**src/rtl/gfx_pkg.sv**
```systemverilog
// Shared types and limits for the game-logic to VGA plotter path.
// Latency: n/a (declarations only).
// Backpressure: n/a (declarations only).
package gfx_pkg;

    // Coordinate and colour widths of the VGA adapter write port.
    localparam int X_W   = 8;
    localparam int Y_W   = 7;
    localparam int COL_W = 3;

    // Largest on-screen coordinates of the 160x120 adapter.
    localparam int SCR_MAX_X = 159;
    localparam int SCR_MAX_Y = 119;

    // Default palette.
    localparam logic [COL_W-1:0] DEF_BG_COLOUR     = 3'b000;
    localparam logic [COL_W-1:0] DEF_BALL_COLOUR   = 3'b111;
    localparam logic [COL_W-1:0] DEF_PADDLE_COLOUR = 3'b011;
    localparam logic [COL_W-1:0] DEF_BLOCK_COLOUR  = 3'b100;

    // Object codes announced by the game logic.
    typedef enum logic [1:0] {
        OBJ_BALL   = 2'b00,
        OBJ_PADDLE = 2'b01,
        OBJ_BLOCK  = 2'b10,
        OBJ_NONE   = 2'b11
    } obj_t;

    // Plotter sequencing states.
    typedef enum logic [1:0] {
        IDLE   = 2'b00,
        ERASE  = 2'b01,
        DRAW   = 2'b10,
        FINISH = 2'b11
    } plot_state_t;

endpackage

```
**src/rtl/rect_scanner.sv**
```systemverilog
// Raster scanner over a WxH rectangle: x is the fast index, y the slow one.
// Latency: nextX/nextY show the address the counters take at the coming edge (zero-cycle lookahead).
// Backpressure: none; advances only when step is asserted, load restarts at (0,0).
// Ports: clk/reset; load with ldBase*/ldSize* (size 0 counts as 1); step;
//        nextX/nextY = base + counters after this edge (9/8 bits); last = current counter is final pixel.
module rect_scanner
    import gfx_pkg::*;
(
    input  logic           clk,
    input  logic           reset,
    input  logic           load,
    input  logic           step,
    input  logic [X_W-1:0] ldBaseX,
    input  logic [Y_W-1:0] ldBaseY,
    input  logic [X_W-1:0] ldSizeX,
    input  logic [Y_W-1:0] ldSizeY,
    output logic [X_W:0]   nextX,
    output logic [Y_W:0]   nextY,
    output logic           last
);

    logic [X_W-1:0] baseX, wMax, cx;
    logic [Y_W-1:0] baseY, hMax, cy;
    logic [X_W-1:0] nBaseX, nWMax, nCx;
    logic [Y_W-1:0] nBaseY, nHMax, nCy;

    always_comb begin
        nBaseX = baseX;
        nBaseY = baseY;
        nWMax  = wMax;
        nHMax  = hMax;
        nCx    = cx;
        nCy    = cy;
        if (load) begin
            nBaseX = ldBaseX;
            nBaseY = ldBaseY;
            // Stored as extent-1 so a zero size collapses to a single pixel.
            nWMax  = (ldSizeX == '0) ? '0 : ldSizeX - 1'b1;
            nHMax  = (ldSizeY == '0) ? '0 : ldSizeY - 1'b1;
            nCx    = '0;
            nCy    = '0;
        end else if (step) begin
            if (cx == wMax) begin
                nCx = '0;
                nCy = (cy == hMax) ? '0 : cy + 1'b1;
            end else begin
                nCx = cx + 1'b1;
            end
        end
    end

    // One extra bit so off-screen sums are seen rather than wrapping back on screen.
    assign nextX = {1'b0, nBaseX} + {1'b0, nCx};
    assign nextY = {1'b0, nBaseY} + {1'b0, nCy};
    assign last  = (cx == wMax) && (cy == hMax);

    always_ff @(posedge clk or posedge reset) begin
        if (reset) begin
            baseX <= '0;
            baseY <= '0;
            wMax  <= '0;
            hMax  <= '0;
            cx    <= '0;
            cy    <= '0;
        end else begin
            baseX <= nBaseX;
            baseY <= nBaseY;
            wMax  <= nWMax;
            hMax  <= nHMax;
            cx    <= nCx;
            cy    <= nCy;
        end
    end

endmodule

```
**src/rtl/object_plotter.sv**
```systemverilog
// Erases an object's old rectangle, then draws its new one, through the VGA adapter pixel port.
// Latency: first pixel the cycle after start_plot; busy for 2*W*H+1 cycles ending with a done pulse.
// Backpressure: none; start_plot while busy is dropped and latches the sticky overrun flag.
// Ports: clk, reset (async, high); start_plot with object/new_*/old_*/size_* valid that cycle;
//        vga_x/vga_y/vga_colour/vga_plot registered pixel write; busy, done, overrun status.
module object_plotter
    import gfx_pkg::*;
#(
    parameter int               MAX_X         = SCR_MAX_X,
    parameter int               MAX_Y         = SCR_MAX_Y,
    parameter logic [COL_W-1:0] BG_COLOUR     = DEF_BG_COLOUR,
    parameter logic [COL_W-1:0] BALL_COLOUR   = DEF_BALL_COLOUR,
    parameter logic [COL_W-1:0] PADDLE_COLOUR = DEF_PADDLE_COLOUR,
    parameter logic [COL_W-1:0] BLOCK_COLOUR  = DEF_BLOCK_COLOUR
) (
    input  logic             clk,
    input  logic             reset,
    input  logic             start_plot,
    input  logic [1:0]       object,
    input  logic [X_W-1:0]   new_x,
    input  logic [Y_W-1:0]   new_y,
    input  logic [X_W-1:0]   old_x,
    input  logic [Y_W-1:0]   old_y,
    input  logic [X_W-1:0]   size_x,
    input  logic [Y_W-1:0]   size_y,
    output logic [X_W-1:0]   vga_x,
    output logic [Y_W-1:0]   vga_y,
    output logic [COL_W-1:0] vga_colour,
    output logic             vga_plot,
    output logic             busy,
    output logic             done,
    output logic             overrun
);

    localparam logic [X_W:0] X_LIMIT = (X_W+1)'(MAX_X);
    localparam logic [Y_W:0] Y_LIMIT = (Y_W+1)'(MAX_Y);

    plot_state_t state, nextState;

    logic [X_W-1:0]   newXq, sizeXq;
    logic [Y_W-1:0]   newYq, sizeYq;
    obj_t             objQ;

    logic             accept, emit, scLoad, scStep, scLast, onScreen;
    logic [X_W-1:0]   ldBaseX, ldSizeX;
    logic [Y_W-1:0]   ldBaseY, ldSizeY;
    logic [X_W:0]     pixX;
    logic [Y_W:0]     pixY;
    logic [COL_W-1:0] drawColour, pixColour;

    rect_scanner scanner (
        .clk     (clk),
        .reset   (reset),
        .load    (scLoad),
        .step    (scStep),
        .ldBaseX (ldBaseX),
        .ldBaseY (ldBaseY),
        .ldSizeX (ldSizeX),
        .ldSizeY (ldSizeY),
        .nextX   (pixX),
        .nextY   (pixY),
        .last    (scLast)
    );

    always_comb begin
        case (objQ)
            OBJ_BALL:   drawColour = BALL_COLOUR;
            OBJ_PADDLE: drawColour = PADDLE_COLOUR;
            OBJ_BLOCK:  drawColour = BLOCK_COLOUR;
            default:    drawColour = BG_COLOUR;
        endcase
    end

    // The output registers load the pixel the scanner moves to at this edge,
    // so what is on vga_* always matches the state being entered.
    always_comb begin
        nextState = state;
        accept    = 1'b0;
        emit      = 1'b0;
        scLoad    = 1'b0;
        scStep    = 1'b0;
        ldBaseX   = newXq;
        ldBaseY   = newYq;
        ldSizeX   = sizeXq;
        ldSizeY   = sizeYq;
        pixColour = BG_COLOUR;
        case (state)
            IDLE: begin
                if (start_plot && (object != OBJ_NONE)) begin
                    accept    = 1'b1;
                    scLoad    = 1'b1;
                    emit      = 1'b1;
                    ldBaseX   = old_x;
                    ldBaseY   = old_y;
                    ldSizeX   = size_x;
                    ldSizeY   = size_y;
                    nextState = ERASE;
                end
            end
            ERASE: begin
                emit = 1'b1;
                if (scLast) begin
                    // Rebase onto the new rectangle; sizes come from the latched copy.
                    scLoad    = 1'b1;
                    pixColour = drawColour;
                    nextState = DRAW;
                end else begin
                    scStep = 1'b1;
                end
            end
            DRAW: begin
                if (scLast) begin
                    nextState = FINISH;
                end else begin
                    scStep    = 1'b1;
                    emit      = 1'b1;
                    pixColour = drawColour;
                end
            end
            FINISH: nextState = IDLE;
            default: nextState = IDLE;
        endcase
    end

    assign onScreen = (pixX <= X_LIMIT) && (pixY <= Y_LIMIT);
    assign busy     = (state != IDLE);
    assign done     = (state == FINISH);

    always_ff @(posedge clk or posedge reset) begin
        if (reset) state <= IDLE;
        else       state <= nextState;
    end

    always_ff @(posedge clk or posedge reset) begin
        if (reset) begin
            newXq      <= '0;
            newYq      <= '0;
            sizeXq     <= '0;
            sizeYq     <= '0;
            objQ       <= OBJ_BALL;
            vga_x      <= '0;
            vga_y      <= '0;
            vga_colour <= '0;
            vga_plot   <= 1'b0;
            overrun    <= 1'b0;
        end else begin
            if (accept) begin
                newXq  <= new_x;
                newYq  <= new_y;
                sizeXq <= size_x;
                sizeYq <= size_y;
                objQ   <= obj_t'(object);
            end
            // Off-screen pixels still advance the scan and show their truncated address.
            vga_plot <= emit && onScreen;
            if (emit) begin
                vga_x      <= pixX[X_W-1:0];
                vga_y      <= pixY[Y_W-1:0];
                vga_colour <= pixColour;
            end
            if (start_plot && (state != IDLE)) overrun <= 1'b1;
        end
    end

endmodule
```
**config.mk**
```make
export PLATFORM = sky130hd
export DESIGN_NAME = object_plotter
export DESIGN_NICKNAME = d
export VERILOG_FILES = /design/src/rtl/gfx_pkg.sv /design/src/rtl/rect_scanner.sv /design/src/rtl/object_plotter.sv
export SDC_FILE = /design/constraint.sdc
export NUM_CORES = 1
export LEC_CHECK = 0
export ABC_AREA = 1
export BUFFER_PORTS_ARGS = -buffer_cell sky130_fd_sc_hd__buf_2
export CAP_MARGIN = 20
export CORE_AREA = 4 4 128 130
export DETAILED_ROUTE_END_ITERATION = 12
export DIE_AREA = 0 0 132 134
export SETUP_SLACK_MARGIN = 0.2
export SLEW_MARGIN = 5
export SYNTH_ARGS = -nofsm -noshare
export SYNTH_HDL_FRONTEND = slang
export SYNTH_SLANG_ARGS = --single-unit
export TNS_END_PERCENT = 10
```
**constraint.sdc**
```tcl
create_clock -name clk -period 7.6 [get_ports clk]
set_input_delay 0 -clock clk [delete_from_list [all_inputs] [get_ports clk]]
set_output_delay 0 -clock clk [all_outputs]
set_load 0.02 [all_outputs]
```
# Yosys cells after proc, flatten, opt, wreduce, memory -nomap -nowiden

Cells that the tools add are included.

Flip-flop bits (word level): 99
Input port bits: 50
Output and inout bits: 22

Add/sub/neg operators: 6
Magnitude comparators: 2
Equality and inequality tests: 11
Muxes and demuxes: 34
Reductions and logical operators: 12

Operators with widths:

| operator                                                       | number |
|---|---|
| two-way mux 8 bit                                              | 9 |
| two-way mux 7 bit                                              | 10 |
| adder 8 x 8 -> 9 bit                                           | 1 |
| less-or-equal comparator 9 x 8 -> 1 bit, second input constant | 1 |
| case mux 3 bit (3 select lines)                                | 1 |
| adder 7 x 7 -> 8 bit                                           | 1 |
| adder 8 x 1 -> 8 bit, second input constant                    | 1 |
| equality test 8 bit                                            | 1 |
| less-or-equal comparator 8 x 7 -> 1 bit, second input constant | 1 |
| logical NOT 8 bit                                              | 1 |
| inequality test 2 bit, second input constant                   | 4 |
| case mux 2 bit (4 select lines)                                | 1 |
| subtractor 8 x 1 -> 8 bit, second input constant               | 1 |
| adder 7 x 1 -> 7 bit, second input constant                    | 1 |
| equality test 7 bit                                            | 1 |
| logical NOT 7 bit                                              | 1 |
| subtractor 7 x 1 -> 7 bit, second input constant               | 1 |
| equality test 2 bit, second input constant                     | 3 |
| two-way mux 2 bit                                              | 3 |
| two-way mux 3 bit                                              | 2 |
| case mux 3 bit (2 select lines)                                | 1 |
| logical AND 1 bit                                              | 5 |
| two-way mux 1 bit                                              | 5 |
| equality test 2 x 1 -> 1 bit, second input constant            | 2 |
| other kinds (6)                                                | 7 |

# Depth between registers and ports, before layout

Word-level depth: 10
Mapped depth: 26
Depth with buffers taken out: 26

# By module

A second synthesis with hierarchy kept.

Cell total of the unflattened synthesis: 695
Area total of the unflattened synthesis: 5358.9 um2

Modules (own cells, without submodules):

| module         | instances | cells an instance | area each (um2) | sequential area each (um2) |
|---|---|---|---|---|
| rect_scanner   | 1         | 398               | 2967.8          | 1126.1 |
| object_plotter | 1         | 297               | 2391.0          | 1326.3 |

# Worst setup path after synthesis

OpenSTA, ideal clock, no wires.

Path kind: register to register
Start point: register state[0]
End point: register vga_plot
Library setup time: 0.063 ns
Data arrival time: 3.299 ns
Data required time: 7.537 ns
Slack: 4.239 ns
Stages on the path, launching flop included: 24
Period minus slack after synthesis: 3.361 ns
Path through: dfrtp_1 -> inv_1 -> ha_1 -> inv_2 -> nor2_2 -> inv_2 -> buf_2 -> buf_1 -> nand2_1 -> nand3_1 -> o21ai_0 -> inv_1 -> ha_1 -> inv_1 -> fa_1 -> o21ai_0 -> a21oi_1 -> o21ai_0 -> inv_1 -> nand3_1 -> nand3_1 -> nand2_1 -> nand2_1 -> inv_1

Elaborated cells on any way between the ends: 21
Those cells by class: 2 x add/sub; 2 x order compare; 2 x eq/ne; 11 x mux; 4 x reduce/logical

RTL lines:

| what                                                                 | line                  | RTL |
|---|---|---|
| start, declared                                                      | object_plotter.sv:38  | `plot_state_t state, nextState;` |
| start signal, assigned                                               | object_plotter.sv:131 | `else state <= nextState;` |
| equality test 2 x 1 -> 1 bit or logical NOT 2 bit (tied branches)    | object_plotter.sv:87  | `case (state)` |
| case mux 1 bit (2 select lines) or two-way mux 8 bit (tied branches) | object_plotter.sv:87  |  |
| two-way mux 8 bit (*)                                                | rect_scanner.sv:34    | `if (load) begin` |
| named net scanner.nBaseX[0]                                          | rect_scanner.sv:24    | `logic [X_W-1:0] nBaseX, nWMax, nCx;` |
| adder 8 x 8 -> 9 bit (*)                                             | rect_scanner.sv:53    | `assign nextX = {1'b0, nBaseX} + {1'b0, nCx};` |
| less-or-equal comparator 9 x 8 -> 1 bit (*)                          | object_plotter.sv:125 | `assign onScreen = (pixX <= X_LIMIT) && (pixY <= Y_LIMIT);` |
| logical AND 1 bit (*)                                                | object_plotter.sv:125 |  |
| logical AND 1 bit (*)                                                | object_plotter.sv:155 | `vga_plot <= emit && onScreen;` |
| end signal, assigned                                                 | object_plotter.sv:155 |  |
| end, declared                                                        | object_plotter.sv:29  | `output logic vga_plot,` |

The timed path passes the listed nets; every way through them passes the cells marked *.
A chain may end at the register's enable or synchronous reset.

# Worst setup path after layout

Start point: register state[0]
End point: register vga_plot

Cells in the longest elaborated chain, start to end: 9
Elaborated cells on any way between the ends: 21
Those cells by class: 2 x add/sub; 2 x order compare; 2 x eq/ne; 11 x mux; 4 x reduce/logical

RTL lines:

| what                                                                | line                  | RTL |
|---|---|---|
| equality test 2 bit or equality test 2 x 1 -> 1 bit (tied branches) | object_plotter.sv:87  |  |
| OR reduction 2 bit (no line)                                        | n/a                   |  |
| two-way mux 1 bit                                                   | n/a                   |  |
| two-way mux 8 bit                                                   | rect_scanner.sv:42    | `end else if (step) begin` |
| two-way mux 8 bit (*)                                               | rect_scanner.sv:34    |  |
| named net scanner.nCx[0]                                            | rect_scanner.sv:24    |  |
| adder 8 x 8 -> 9 bit (*)                                            | rect_scanner.sv:53    |  |
| less-or-equal comparator 9 x 8 -> 1 bit (*)                         | object_plotter.sv:125 |  |
| logical AND 1 bit (*)                                               | object_plotter.sv:125 |  |
| logical AND 1 bit (*)                                               | object_plotter.sv:155 |  |

Marks and branches as above.

==> flow_summary_export.csv <==
group,metric,value,unit
clock_network,clkTransAtPathRegs,70,ps
critical_path,slowest_delay,640,ps
detailed_routing,post-route-drc-count,0,
die,die_h,134,um
final_layout,final_area,6360,um^2
critical_path,rr_startpoint,"state[0]$_DFFE_PP0P_",
sta,tightest_slew,784,ps
logic_synthesis,synth_cell_type_count,45,
detailed_routing,drtAntennaViolNets,0,
final_layout,seq_area,2450,um^2
critical_path,path_buf_inv,8,
critical_path,worstPathRequired,7900,ps
final_layout,area_delta_synth_final,22.0,%
critical_path,r2r_cells,22,
global_routing,grt_usage,14.2,%
sta,slew_viol_final,0,
die,dieArea,17700,um^2
clock_network,cts_root_buffer,"clkbuf_16",
global_routing,global_route.overflow_total,0,
global_routing,grt_pass1_wl,20500,um
final_layout,drive_above_1_share,18.9,%
global_routing,first_global_vias,4304,
detailed_routing,vias,4194,
die,core,15100,um^2
sta,tns,0,ps
critical_path,cp_common_cell,"inv_1",
critical_path,r2r-end,"vga_plot$_DFF_PP0_",
logic_synthesis,synth-seq-area-share,47.0,%
logic_synthesis,avgSynthCellArea,8.37,um^2
sta,report.final.setup_viol,0,
clock_network,clock-sinks,98,
detailed_routing,drtIter0Drc,180,
sta,hold_ws,22.7,ps
die,initial_core_util,34.4,%
critical_path,crit_path_max_fanout,54,
clock_network,htreeDepth,3,
power_and_ir_drop,power.leakage,3.20,nW
die,boundaryPins,72,
power_and_ir_drop,vdd_ir_drop_max,0.000156,V
sta,postLayoutSetupSlackWorst,3200,ps
die,die_w,132,um
final_layout,final_common_cell,"nand2_1",
critical_path,r2r_slack,3200,ps
critical_path,path_class,"flop to flop",
final_layout,final_net_count,799,
critical_path,critPathTopFamily,"buffers and inverters",
clock_network,cts_tree,"yes",
placed_design,io_buffer_count,71,
final_layout,multi_input_area,2350,um^2
logic_synthesis,synth_fp_nets,698,
critical_path,startpoint_type,"flop",
worst_hold_path,holdPathStages,3,
critical_path,crit_path_end_kind,"flop",
placed_design,hpwl,8730,um
worst_hold_path,hp-class,"primary input to flop",
sta,rsz0062_at_grt,"no",
global_routing,grt_max_degree,58,
placed_design,pre_cts_slack,3200,ps
worst_hold_path,min_to,"sizeXq[6]$_DFFE_PP0P_",
detailed_routing,drtPass1Iterations,5,
placed_design,dpl-instance-area,5750,um^2
die,num_rows,45,
outcome,status,"completed",
worst_hold_path,min-delay-start,"size_x[6]",
detailed_routing,wirelength,12200,um
sta,max_freq,0.227,GHz
final_layout,antenna_cells,0,
detailed_routing,via_per_inst,4.57,
sta,hold_viol_final,0,
detailed_routing,wl_per_cell,13.3,um
critical_path,cp_slowest_cell,"inv_2",
sta,slew_headroom,47.6,%
critical_path,crit_arrival,4700,ps
critical_path,worstPathCellList,"inv_1, ha_1, inv_2, nor2_4, buf_4, inv_2, nand2_8, inv_2, o21ai_0, a21oi_1, ha_1, inv_1, fa_1, o21ai_0, a21oi_1, o21ai_0, inv_1, nand3_1, nand3_1, nand2_1, nand2_1, inv_1",
global_routing,grt_antenna_before_repair,0,
clock_network,clock_latency,360,ps
sta,finClkSkew,14.0,ps
power_and_ir_drop,finalPower,0.00268,W
clock_network,clockBufferDepth,2,
final_layout,fill_cells,1523,
clock_network,post_cts_resized,0,
sta,fin_crit,4400,ps
placed_design,gp_congestion,0.806,
logic_synthesis,yosys_warnings,0,
logic_synthesis,synth-seq-cells,98,
logic_synthesis,netlist_instances,623,
sta,finalCritPeriodShare,57.9,%
final_layout,layout_common_cells,"nand2_1 (182), dfrtp_1 (98), inv_1 (71), buf_2 (71), dlygate4sd3_1 (33)",
power_and_ir_drop,powerDensity,422,nW/um^2
run,cap_violations,0,
logic_synthesis,syn_area,5210,um^2
clock_network,cts_buffers,9,
logic make-up (layout without fill, tap and decap cells):
group / Yosys count / count (layout) / synth area share, %
DFF: 98 / 98 / 47.0
and+or+nand+nor: 285 / 285 / 24.7
AOI/OAI and AO/OA: 87 / 87 / 9.99
adders and majority gates: 25 / 25 / 6.29
muxes: 1 / 1 / 0.192
buffers and inverters: 104 / 210 / 7.87
xor gates and xnor gates: 23 / 23 / 3.86
worst min-delay path, stage by stage:
cell     delay, ps
buf_2           70
o21ai_1         90
inv_1          150
worst max path at each step:
| stage | from | endpoint | slack [ps] | cells past startpoint |
|---|---|---|---|---|
| 2_1_floorplan | state[0]$_DFFE_PP0P_ | vga_plot$_DFF_PP0_ | 4240 | 23 |
| 5_1_grt | state[0]$_DFFE_PP0P_ | vga_plot$_DFF_PP0_ | 2680 | 22 |
| 4_1_cts | state[0]$_DFFE_PP0P_ | vga_plot$_DFF_PP0_ | 3170 | 22 |
| 3_3_place_gp | state[0]$_DFFE_PP0P_ | vga_plot$_DFF_PP0_ | 3260 | 22 |
| 3_5_place_dp | state[0]$_DFFE_PP0P_ | vga_plot$_DFF_PP0_ | 3200 | 22 |
| 6_report | state[0]$_DFFE_PP0P_ | vga_plot$_DFF_PP0_ | 3200 | 22 |
timing repair:
| action | in CTS | in global routing |
|---|---|---|
| hold buffers | 33 | 0 |
| hold endpoints to repair | 73 | 0 |
| setup buffers | 0 | 0 |
layout make-up:
cell class,instances,share of cell area (%)
multi-input cells,421,37.0
repair buffers,106,11.0
flip-flops and latches,98,38.6
well taps,188,3.70
clock inverters,7,0.925
inverters,88,5.23
clock buffers,9,3.54
state kept, by name, summed over array words and instances, names as in the netlist:
name	count
sizeYq	7
scanner.baseX	8
vga_y	7
newXq	8
state	2
sizeXq	8
scanner.cy	7
vga_x	8
scanner.wMax	8
scanner.cx	8
newYq	7
overrun	1
scanner.baseY	7
vga_colour	2
objQ	2
vga_plot	1
scanner.hMax	7
routing by layer:
metal | GRT usage [%] | part of all wire, % | up-vias
met5 | 0 | 0 | -
met4 | 5.83 | 2.5 | 0
met3 | 2.06 | 2.6 | 19
met2 | 24.1 | 48 | 51
met1 | 18.3 | 47 | 1944
li1 | - | - | 2180
Yosys cell counts, drive strengths merged:
library cell / instances / area share [%]
nor3b: 1 / 0.14
o31ai: 1 / 0.41
clkbuf: 6 / 0.43
mux2i: 1 / 0.19
nor3: 7 / 0.77
or2: 12 / 1.4
nor2: 27 / 2.4
o32ai: 1 / 0.17
ha: 23 / 5.5
fa: 2 / 0.77
nand4: 3 / 0.36
o21ai: 46 / 4.6
nand3b: 2 / 0.29
nor4: 1 / 0.12
o21bai: 2 / 0.29
xnor2: 7 / 1.2
a21oi: 15 / 1.4
a211oi: 1 / 0.14
dfrtp: 98 / 47
o22ai: 13 / 1.6
buf: 10 / 1.1
xor2: 16 / 2.7
nand3: 34 / 3.7
inv: 88 / 6.3
nand2: 197 / 15
a22oi: 1 / 0.14
o41ai: 2 / 0.34
a21o: 2 / 0.29
a31oi: 3 / 0.65
and3: 1 / 0.12
where the power goes:
part | total [W] | switching [W] | internal, W
Sequential | 0.000859 | 0.000102 | 0.000757
Combinational | 0.00138 | 0.000878 | 0.000497
Clock | 0.000447 | 0.000219 | 0.000228
Total | 0.00268 | 0.00120 | 0.00148
per-stage QoR:
step | util [%] | std cells
after floorplan | - | 623
after global placement | 37.9 | 868
after detailed placement | 37.9 | 868
after CTS | 42.0 | 917
after global routing | 42.0 | 917
final | 42.0 | 917
(Power assumes the default switching activity.)
